File: config.mk
export PLATFORM = sky130hd
export DESIGN_NAME = bus_arbiter
export DESIGN_NICKNAME = d
export VERILOG_FILES = /design/src/rtl/bus_pkg.sv /design/src/rtl/bus_rr_pick.sv /design/src/rtl/bus_arbiter.sv
export SDC_FILE = /design/constraint.sdc
export NUM_CORES = 1
export LEC_CHECK = 0
export ABC_AREA = 0
export CELL_PAD_IN_SITES_DETAIL_PLACEMENT = 1
export CELL_PAD_IN_SITES_GLOBAL_PLACEMENT = 2
export CORE_ASPECT_RATIO = 0.6
export CORE_MARGIN = 1.5
export CORE_UTILIZATION = 10
export CTS_CLUSTER_SIZE = 20
export DETAILED_ROUTE_END_ITERATION = 12
export PLACE_DENSITY_LB_ADDON = 0.1
export SLEW_MARGIN = 20
export SYNTH_ARGS = -nofsm -noshare
export SYNTH_HDL_FRONTEND = slang
export SYNTH_SLANG_ARGS = --single-unit
File: constraint.sdc
create_clock -name clk -period 1.3 [get_ports clk]
set_clock_uncertainty 0.05 [all_clocks]
set_input_delay 0.26 -clock clk [delete_from_list [all_inputs] [get_ports clk]]
set_output_delay 0.26 -clock clk [all_outputs]
set_load 0.01 [all_outputs]
File: src/rtl/bus_pkg.sv
// Shared types for the two-master memory bus arbiter.
package bus_pkg;

    typedef enum logic [1:0] {ARB_IDLE, ARB_OWN0, ARB_OWN1} arb_state_t;
    typedef enum logic {OWNER_M0, OWNER_M1} owner_t;

    localparam int RD_LATENCY_MAX = 4;

    // One slot of the read-return pipeline.
    typedef struct packed {
        logic   valid;
        owner_t owner;
    } rd_tag_t;

    function automatic arb_state_t own_state(input owner_t o);
        return (o == OWNER_M1) ? ARB_OWN1 : ARB_OWN0;
    endfunction

endpackage

File: src/rtl/bus_rr_pick.sv
// Combinational two-way round-robin pick: the pointer breaks ties only.
module bus_rr_pick
    import bus_pkg::*;
(
    input  logic   req0_i,
    input  logic   req1_i,
    input  owner_t ptr_i,
    output logic   gnt0_o,
    output logic   gnt1_o
);

    always_comb begin
        gnt0_o = req0_i && (!req1_i || (ptr_i == OWNER_M0));
        gnt1_o = req1_i && (!req0_i || (ptr_i == OWNER_M1));
    end

endmodule

File: src/rtl/bus_arbiter.sv
// Round-robin arbiter sharing one memory port between m0 (core) and m1 (GPU/DMA).
// Define BUS_ARB_BURST_EN to let the current owner hold the bus for up to MAX_BURST issues.
module bus_arbiter
    import bus_pkg::*;
#(
    parameter int ADDR_W     = 32,
    parameter int DATA_W     = 32,
    parameter int RD_LATENCY = 1,
    parameter int MAX_BURST  = 4
) (
    input  logic              clk,
    input  logic              reset,
    input  logic              m0_req,
    input  logic              m0_we,
    input  logic [ADDR_W-1:0] m0_addr,
    input  logic [DATA_W-1:0] m0_wdata,
    output logic              m0_gnt,
    output logic              m0_rvalid,
    output logic [DATA_W-1:0] m0_rdata,
    input  logic              m1_req,
    input  logic              m1_we,
    input  logic [ADDR_W-1:0] m1_addr,
    input  logic [DATA_W-1:0] m1_wdata,
    output logic              m1_gnt,
    output logic              m1_rvalid,
    output logic [DATA_W-1:0] m1_rdata,
    output logic              mem_en,
    output logic              mem_we,
    output logic [ADDR_W-1:0] mem_addr,
    output logic [DATA_W-1:0] mem_wdata,
    input  logic [DATA_W-1:0] mem_rdata
);

    localparam int TAG_DEPTH = (RD_LATENCY < 1) ? 1 :
                               (RD_LATENCY > RD_LATENCY_MAX) ? RD_LATENCY_MAX : RD_LATENCY;

    owner_t     ptr_q, ptr_d;
    arb_state_t state_q, state_d;
    rd_tag_t [TAG_DEPTH-1:0] tag_q, tag_d;
    rd_tag_t    tag_out;

    logic   pick0, pick1;
    logic   win0, win1;
    logic   issue;
    owner_t win_owner;

    bus_rr_pick u_pick (
        .req0_i (m0_req),
        .req1_i (m1_req),
        .ptr_i  (ptr_q),
        .gnt0_o (pick0),
        .gnt1_o (pick1)
    );

`ifdef BUS_ARB_BURST_EN
    localparam int CNT_W = $clog2(MAX_BURST + 1);
    localparam logic [CNT_W-1:0] CNT_MAX = CNT_W'(MAX_BURST);

    // Count of consecutive issues by the current owner, including the latest one.
    logic [CNT_W-1:0] cnt_q, cnt_d;
    logic keep0, keep1;

    always_comb begin
        keep0 = (state_q == ARB_OWN0) && m0_req && ((cnt_q < CNT_MAX) || !m1_req);
        keep1 = (state_q == ARB_OWN1) && m1_req && ((cnt_q < CNT_MAX) || !m0_req);
        win0  = keep0 || (!keep1 && pick0);
        win1  = keep1 || (!keep0 && pick1);
    end

    always_comb begin
        cnt_d = '0;
        if (issue) begin
            if (state_q == own_state(win_owner)) begin
                cnt_d = (cnt_q == CNT_MAX) ? cnt_q : cnt_q + CNT_W'(1);
            end else begin
                cnt_d = CNT_W'(1);
            end
        end
    end

    always_ff @(posedge clk or negedge reset) begin
        if (!reset) begin
            cnt_q <= '0;
        end else begin
            cnt_q <= cnt_d;
        end
    end
`else
    // Without bursting the owner FSM is tracked but never steers the pick.
    logic burst_unused;
    assign burst_unused = ^{state_q, MAX_BURST};

    always_comb begin
        win0 = pick0;
        win1 = pick1;
    end
`endif

    assign m0_gnt    = reset & win0;
    assign m1_gnt    = reset & win1;
    assign issue     = m0_gnt | m1_gnt;
    assign win_owner = m1_gnt ? OWNER_M1 : OWNER_M0;

    always_comb begin
        // NOTE: every signal gets a default before the branches, so no path can infer a latch.
        mem_en    = issue;
        mem_we    = 1'b0;
        mem_addr  = '0;
        mem_wdata = '0;
        if (m0_gnt) begin
            mem_we    = m0_we;
            mem_addr  = m0_addr;
            mem_wdata = m0_wdata;
        end else if (m1_gnt) begin
            mem_we    = m1_we;
            mem_addr  = m1_addr;
            mem_wdata = m1_wdata;
        end
    end

    always_comb begin
        state_d = issue ? own_state(win_owner) : ARB_IDLE;
        ptr_d   = ptr_q;
        if (issue) begin
            ptr_d = (win_owner == OWNER_M0) ? OWNER_M1 : OWNER_M0;
        end
        tag_d[0].valid = issue & ~mem_we;
        tag_d[0].owner = win_owner;
        for (int i = 1; i < TAG_DEPTH; i++) begin
            tag_d[i] = tag_q[i-1];
        end
    end

    always_ff @(posedge clk or negedge reset) begin
        // NOTE: state registers use non-blocking assignments so every flop samples pre-edge values.
        if (!reset) begin
            ptr_q   <= OWNER_M0;
            state_q <= ARB_IDLE;
            tag_q   <= '0;
        end else begin
            ptr_q   <= ptr_d;
            state_q <= state_d;
            tag_q   <= tag_d;
        end
    end

    assign tag_out   = tag_q[TAG_DEPTH-1];
    assign m0_rvalid = tag_out.valid && (tag_out.owner == OWNER_M0);
    assign m1_rvalid = tag_out.valid && (tag_out.owner == OWNER_M1);
    assign m0_rdata  = m0_rvalid ? mem_rdata : '0;
    assign m1_rdata  = m1_rvalid ? mem_rdata : '0;

endmodule

==> impl_metrics.ini, run 1 <==
[global_route]
grt.met2_usage_pct = 24.0
use_met3_pct = 3.61
top_usage_layer = met2
grt_use_met1_pct = 17.7
grt_max_degree = 54
grt_pass1_vias = 3927
grtUsageTotal_pct = 14.0
antenna_found_initial = 0
gr-total-overflow = 0
grt_first_pass_wirelength_um = 25200

[place]
numPortBuffers = 299
place.gp.congestion = 0.796
dp_hpwl_um = 12400

[clock_tree]
clkLatencyLatePin_ps = 220
cts_buffers = 3
clkTransAtPathRegs_ps = 30
cts.path.max_buffers = 2
htreeDepth = 1
cts_tree = yes
cts_sinks = 3
clockRootBuffer = clkbuf_16

[timing]
finalCritPeriodShare_pct = 141
fin_crit_ps = 1830
maxSlewViolCount = 0
relSlewSlack_pct = 81.9
hold_viol_final = 0
tightest_slew_ps = 271
rsz0062_at_grt = true
setup_slack_ps = -534
tns_ps = -50930
fmax_mhz = 545
setup_viol = 133

[synth]
syn_nets = 488
synth-compound-area-share_pct = 40.6
muxShareOfSynthArea_pct = 0
synth_top_family_by_area = simple AND/OR/NAND/NOR gates
synth_common_cells = 130 x nand2_1, 39 x o32ai_2, 33 x and2_1, 32 x and3_1, 27 x o32ai_1
postSynthCellCount = 322
synth_warnings = 0
syn_area_sq_um = 2200
synth_area_leader_cell = o32ai_2
yosysMostFrequentCell = nand2_1
synth_xor_area_share_pct = 0
synthSimpleGateAreaFrac_pct = 42.8
yosysSeqAreaShare_pct = 3.42
async_reset_ff_share_pct = 100
synth.area.top_cells = o32ai_2 29%, nand2_1 22%, o32ai_1 11%, and2_1 9.4%, and3_1 9.1%
ys_types = 20
synth-main-ff-cell = dfrtp_1
avgSynthCellArea_sq_um = 6.82
synth_seq_cells = 3
netlist.area_leader.share_pct = 28.9
synth-adder-area-share_pct = 0
synth_edf_count = 0

[setup_path]
cp.arrival_ps = 1520
cpMaxStageDelayCell = dfrtp_2
crit_required_ps = 990
critical_path.top_delay_family = buffers and inverters
max_stage_delay_ps = 440
cp_num_buf_inv = 4
reg2reg_slack_ps = 20
critPathLaunchType = flop
endpoint_kind = output pin
path_max_fanout = 5
critPathKind = flop to output pin
crit_top_cell = buf_12
path_cells = and2b_4 -> buf_12 -> buf_12 -> buf_12 -> and2_4 -> buf_6

[final_layout]
syn2layout_area_growth_pct = 214
fill_cells = 2444
antenna_cells = 0
fin_nets = 817
fin_util_pct = 32.4
drive_above_1_share_pct = 52.0

[die]
pin_count = 300
rows = 41
dieArea_sq_um = 22900
core_sq_um = 21300
fp.dieW_um = 194
die_h_um = 118
initial_core_util_pct = 10.3

[job]
drv_cap = 0

[power_and_ir_drop]
p_per_area_nw_per_um2 = 493
ir_drop_uv = 304
total_power_mw = 3.40
power.leakage_nw = 2.84

[outcome]
status = complete, but fails checks
violations = setup timing

[min_path]
hold_class = input port to flop

[routing]
dr.first_iter.drc_count = 90
viasPerCell = 4.09
wirelength_um = 17300
detail-route-antenna-nets = 0
wl_per_cell_um = 18.6
drc = 0
num_vias = 3795
drt_first_pass_iters = 4
## area by class of cell
type | count | area, sq um | share of cell area, %
clock buffers | 4 | 78.8 | 1.14
repair buffers | 369 | 3830 | 55.5
flip-flops and latches | 3 | 78.8 | 1.14
multi-input cells | 272 | 2550 | 36.9
well taps | 279 | 349 | 5.06
inverters | 2 | 13.8 | 0.199
## per-layer routing
metal  vias up  part of all wire [%]
li1       1829                     -
met1      1800                    44
met2       158                    48
met3         8                   6.8
met4         0                  0.89
met5         -                     0
## tightest hold or removal path, cell delays in order
cell      delay (ps)
clkbuf_2         130
buf_4            140
a31oi_1           70
## through the flow
stage / setup WS, ps / cell area [sq um] / std cells / hold slack [ps]
floorplan: -45.9 / 2630 / 322 / -85.6
global placement: -1040 / 5980 / 880 / 220
detailed placement: -1080 / 5980 / 880 / 224
CTS: -544 / 6310 / 910 / 15.1
global route: -564 / 6900 / 929 / 410
finish: -534 / 6900 / 929 / 372
## final timing paths
check	from	endpoint	depth (start not counted)
worst max-delay path	tag_out[1]	m0_rdata[12]	6
worst min-delay path	m1_req	ptr_q	3
worst max register to register	ptr_q	tag_out[0]	5
worst min register to register	ptr_q	ptr_q	1
max in group asynchronous	reset	ptr_q	3
min in group asynchronous	reset	tag_out[1]	3
## cells in the final DEF, fill, tap and decap left out, types with 2 or more instances in the layout
cell / synthesis / routed
and3_1: 32 / 11
and2_4: 0 / 33
and3_4: 0 / 21
clkdlybuf4s50_1: 0 / 162
buf_6: 10 / 83
buf_4: 3 / 14
buf_12: 0 / 20
nand2_1: 130 / 130
buf_16: 0 / 7
buf_2: 22 / 60
buf_8: 0 / 3
clkbuf_16: 0 / 9
o32ai_4: 0 / 26
nand2b_1: 2 / 2
clkbuf_2: 0 / 11
nor2_4: 0 / 2
dfrtp_2: 0 / 3
o32ai_2: 39 / 39
dlygate4sd3_1: 0 / 2
## cells by family after synthesis
kind of cell,Yosys count
flip-flops,3
AO/OA/AOI/OAI,69
buffers and inverters,47
AND/OR/NAND/NOR,203
## repair_timing
| item | 4_1_cts | 5_1_grt |
|---|---|---|
| buffers inserted | 17 | 12 |
| pin swaps | 31 | 30 |
| gates resized for setup | 571 | 153 |
| hold buffers | 1 | 1 |
| hold endpoints to repair | 2 | 1 |
| setup endpoints to repair | 136 | 136 |
| cloned | 8 | 8 |
## registers in the layout, summed over array words and instances (netlist names)
name,flops
tag_out,2
ptr_q,1
## power breakdown
group	internal, mW	switching, mW
combinational	1.61	1.18
clock	0.405	0.0885
sequential	0.107	0.0192
No activity file was read; power rests on OpenSTA's default activity.
==> run 2, diff against run 1 <==
Settings changed: CORE_UTILIZATION 10 to 11, CTS_CLUSTER_DIAMETER set to 30.
Clock period 1.3 ns to 2.14 ns, I/O delays scaled along.
==> run 2 against run 1 <==
Die area shrank 8.9%. Highest routed layer unchanged. Largest power group unchanged. Sequential power down 43%. Critical path depth decreased by 3. The flow now finishes without violations.
==> impl_metrics.ini, run 2 (synthesized netlist as in run 1, its figures left out) <==
[setup_path]
cp.arrival_ps = 1620
cpMaxStageDelayCell = clkdlybuf4s50_1
critical_path.top_delay_family = buffers and inverters
crit_required_ps = 1660
max_stage_delay_ps = 570
critPathKind = input port to output pin
crit_top_cell = clkdlybuf4s50_1
critPathLaunchType = input port
path_max_fanout = 2
cp_num_buf_inv = 2
path_cells = clkdlybuf4s50_1 -> and3_1 -> clkdlybuf4s50_1
endpoint_kind = output pin

[die]
dieArea_sq_um = 20900
die_h_um = 112
pin_count = 300
core_sq_um = 19300
rows = 39
fp.dieW_um = 185
initial_core_util_pct = 11.4

[global_route]
grt_max_degree = 65
use_met3_pct = 4.06
grt_first_pass_wirelength_um = 22200
grt_use_met1_pct = 16.4
antenna_found_initial = 0
gr-total-overflow = 0
grtUsageTotal_pct = 13.6
grt.met2_usage_pct = 24.0
top_usage_layer = met2
grt_pass1_vias = 3727

[clock_tree]
clockRootBuffer = clkbuf_16
clkTransAtPathRegs_ps = 30
cts_tree = yes
cts.path.max_buffers = 2
holdBufCountCts = 0
clkLatencyLatePin_ps = 230
cts_sinks = 3
cts_buffers = 3
htreeDepth = 1

[power_and_ir_drop]
netSwitchingPower_uw = 597
p_int_uw = 951
p_per_area_nw_per_um2 = 285
power.share.clock_pct = 19.5
switching_share_pct = 38.6
ir_drop_uv = 164
power.leakage_nw = 2.45
power_frac_seq_pct = 4.7
pwr-share-comb_pct = 75.8

[final_layout]
final_cells = 875
syn2layout_area_growth_pct = 147
antenna_cells = 0
final_cell_mix = 194 x clkdlybuf4s50_1, 130 x nand2_1, 65 x buf_2
fill_cells = 2309
fin_nets = 776
largest_reg_flops = 2
final_common_cell = clkdlybuf4s50_1
drive_above_1_share_pct = 24.6

[place]
post-place-ws_ps = -593
numPortBuffers = 299
dp_hpwl_um = 11900
place.gp.congestion = 0.759
dpl.cell_count = 867

[outcome]
status = complete, no violations

[timing]
rsz0062_at_grt = true
finalCritPeriodShare_pct = 98.2
fin_crit_ps = 2100
hold_viol_final = 0
maxSlewViolCount = 0
tightest_slew_ps = 279
setup_slack_ps = 38.5
setup_viol = 0
fmax_mhz = 476
relSlewSlack_pct = 81.4

[routing]
wirelength_um = 15100
drc = 0
dr.first_iter.drc_count = 103
drt_first_pass_iters = 4
wl_per_cell_um = 17.3
detail-route-antenna-nets = 0
viasPerCell = 4.07
num_vias = 3565

[job]
drv_cap = 0

[min_path]
hold_class = input port to asynchronous set/reset pin
run 2: path summary, 6_finish.rpt:
| path | start | cells after the start | slack [ps] | endpoint |
|---|---|---|---|---|
| setup / recovery | mem_rdata[20] | 3 | 40 | m1_rdata[20] |
| hold / removal | reset | 3 | 240 | ptr_q |
| setup reg to reg | ptr_q | 3 | 960 | tag_out[1] |
| hold reg to reg | ptr_q | 1 | 540 | ptr_q |
| max in group asynchronous | reset | 3 | 1680 | tag_out[1] |
| min in group clk | ptr_q | 1 | 540 | ptr_q |
run 2: worst min-delay path, cell delays in order:
cell   delay (ps)
buf_4         150
buf_4         120
buf_4         140
run 2: metal layers:
metal	wire (um)	vias up
met3	1490	4
met1	6270	1672
li1	-	1731
met4	77	0
met5	0	-
met2	7270	158
run 2: power by group through the flow:
stage,Sequential [mW],Combinational [mW],Clock (mW)
finish,0.0722,1.17,0.302
global route,0.0731,1.27,0.312
CTS,0.0717,1.19,0.304
detailed placement,0.0719,1.24,0
global placement,0.0719,1.23,0
floorplan,0.0705,0.509,0
run 2: area by class of cell:
class | instances | area (sq um) | area share (%)
Sequential cell | 3 | 75.1 | 1.38
Multi-Input combinational cell | 272 | 1930 | 35.5
Tap cell | 266 | 333 | 6.13
Clock buffer | 4 | 78.8 | 1.45
Timing Repair Buffer | 328 | 3010 | 55.4
Inverter | 2 | 7.51 | 0.138
run 2: repair_timing:
item	CTS	global route
gates cloned	1	0
setup buffers	3	0
gates resized for setup	327	9
pin swaps	1	0
endpoints found under the setup margin	100	21
run 2: through the flow:
stage	setup TNS [ps]	total power [mW]	utilization, %	hold WS, ps	instance area, sq um
final	0	1.55	28.2	238	5430
after floorplan	0	0.580	-	82.4	2200
after CTS	0	1.56	28.0	250	5390
after global routing	-9.17	1.65	28.2	272	5430
after global placement	-32360	1.30	28.7	495	5540
after detailed placement	-33190	1.31	28.7	483	5540
==> run 3, diff against run 2 <==
Settings changed: CORE_MARGIN 1.5 to not set, SKIP_LAST_GASP set to 1.
==> run 3 against run 2 <==
Via count increased by 0.98%. Largest power group unchanged. Register-to-register slack got worse by 100 ps. The flow now finishes with violations (setup timing). Global-route usage barely moved. Final area increased by 2.0%. Combinational power hardly changed. Final cell count up 0.57%. Core utilization increased by 0.56 points. Worst setup slack got worse by 41 ps. First-iteration DRC count is 29% lower. Non-clock buffer count up 4.
==> impl_metrics.ini, run 3 (synthesized netlist as in run 1, its figures left out) <==
[die]
die_h_um = 111
pin_count = 300
rows = 39
initial_core_util_pct = 11.4
dieArea_sq_um = 20600
fp.dieW_um = 184
core_sq_um = 19300

[min_path]
hold_class = input port to asynchronous set/reset pin

[place]
place_area_sq_um = 5610
numPortBuffers = 299
place.gp.congestion = 0.768
post-place-ws_ps = -589
dp_hpwl_um = 11900

[final_layout]
final_common_cell = clkdlybuf4s50_1
fin_nets = 780
fin_area_sq_um = 5540
final_cell_mix = 195 x clkdlybuf4s50_1, 130 x nand2_1, 64 x buf_2
fill_cells = 2331
syn2layout_area_growth_pct = 152
drive_above_1_share_pct = 24.3
largest_reg_flops = 2

[global_route]
grt_pass1_vias = 3701
grtUsageTotal_pct = 13.6
antenna_found_initial = 1
grt_first_pass_wirelength_um = 22000
grt_max_degree = 62
gr-total-overflow = 0

[setup_path]
crit_required_ps = 1660
critPathKind = input port to output pin
endpoint_kind = output pin
cpMaxStageDelayCell = a21bo_4
max_stage_delay_ps = 290
path_max_fanout = 13
cp.arrival_ps = 1660
reg2reg_slack_ps = 860
critPathLaunchType = input port
path_cells = dlygate4sd2_1 -> buf_4 -> a21bo_4 -> buf_12 -> o32ai_1 -> buf_2

[clock_tree]
cts_sinks = 3
cts.path.max_buffers = 2
clockRootBuffer = clkbuf_16
cts_tree = yes
cts_buffers = 3
clkTransAtPathRegs_ps = 30
htreeDepth = 1
clkLatencyLatePin_ps = 230

[routing]
wirelength_um = 15400
detail-route-antenna-nets = 0
dr.first_iter.drc_count = 73
drc = 0
drt_first_pass_iters = 4
num_vias = 3600
wl_per_cell_um = 17.5
viasPerCell = 4.09

[timing]
hold_viol_final = 0
relSlewSlack_pct = 81.2
fin_crit_ps = 2140
setup_slack_ps = -2.31
rsz0062_at_grt = true
finalCritPeriodShare_pct = 100
setup_viol = 1
tightest_slew_ps = 281
fmax_mhz = 467
maxSlewViolCount = 0

[power_and_ir_drop]
power.leakage_nw = 2.80
p_per_area_nw_per_um2 = 280
ir_drop_uv = 233

[outcome]
status = complete, but fails checks
violations = setup timing

[job]
drv_cap = 0
[run 3: cell types whose count changed in the layout (fill, tap and decap cells not counted), sizes merged, moves of 2 or more]
cell,previous run,this run
buf,94,96
clkbuf,4,8
dlygate4sd2,35,8
dlymetal6s2s,2,28
[run 3: final timing paths]
kind,start,to,cells past startpoint
min in group clk,ptr_q,ptr_q,1
min,reset,tag_out[0],3
max reg2reg,ptr_q,tag_out[0],4
max,m1_req,mem_wdata[6],6
max in group asynchronous,reset,ptr_q,3
min reg2reg,ptr_q,ptr_q,1
[run 3: cell type report]
cell class / instances / area (sq um) / area share, %
Antenna cell: 1 / 2.50 / 0.0452
Clock buffer: 4 / 78.8 / 1.42
Inverter: 2 / 7.51 / 0.135
Multi-Input combinational cell: 272 / 1860 / 33.6
Sequential cell: 3 / 75.1 / 1.35
Tap cell: 266 / 333 / 6.01
Timing Repair Buffer: 332 / 3190 / 57.5
[run 3: through the flow]
step | cells | setup TNS (ps) | utilization (%) | hold slack, ps | power (mW)
finish | 880 | -2.31 | 28.8 | 264 | 1.55
global route | 879 | -144 | 28.7 | 272 | 1.66
CTS | 875 | -1560 | 28.5 | 263 | 1.57
detailed placement | 870 | -35450 | 29.1 | 493 | 1.32
global placement | 870 | -33780 | 29.1 | 493 | 1.31
floorplan | 322 | 0 | - | 82.4 | 0.580
[run 3: critical path: cells and delay by family]
family	cells	cell delay [ps]
compound gates	2	430
buf+inv	4	790
[run 3: routing by layer]
layer	up-vias	track usage (%)	part of all wire [%]
li1	1741	-	-
met1	1704	16.2	43
met2	153	25.0	49
met3	2	3.47	8.5
met4	0	1.50	0.35
met5	-	0	0
[run 3: what timing repair did]
action | CTS | global route
hold buffers | 0 | 0
gates cloned | 1 | 3
setup endpoints to repair | 100 | 87
resized for setup | 268 | 51
setup buffers | 0 | 1
[run 3: power by group]
part	switching, mW	internal (mW)
logic	0.538	0.644
clock network	0.0520	0.246
registers	0.00894	0.0636
total	0.599	0.953
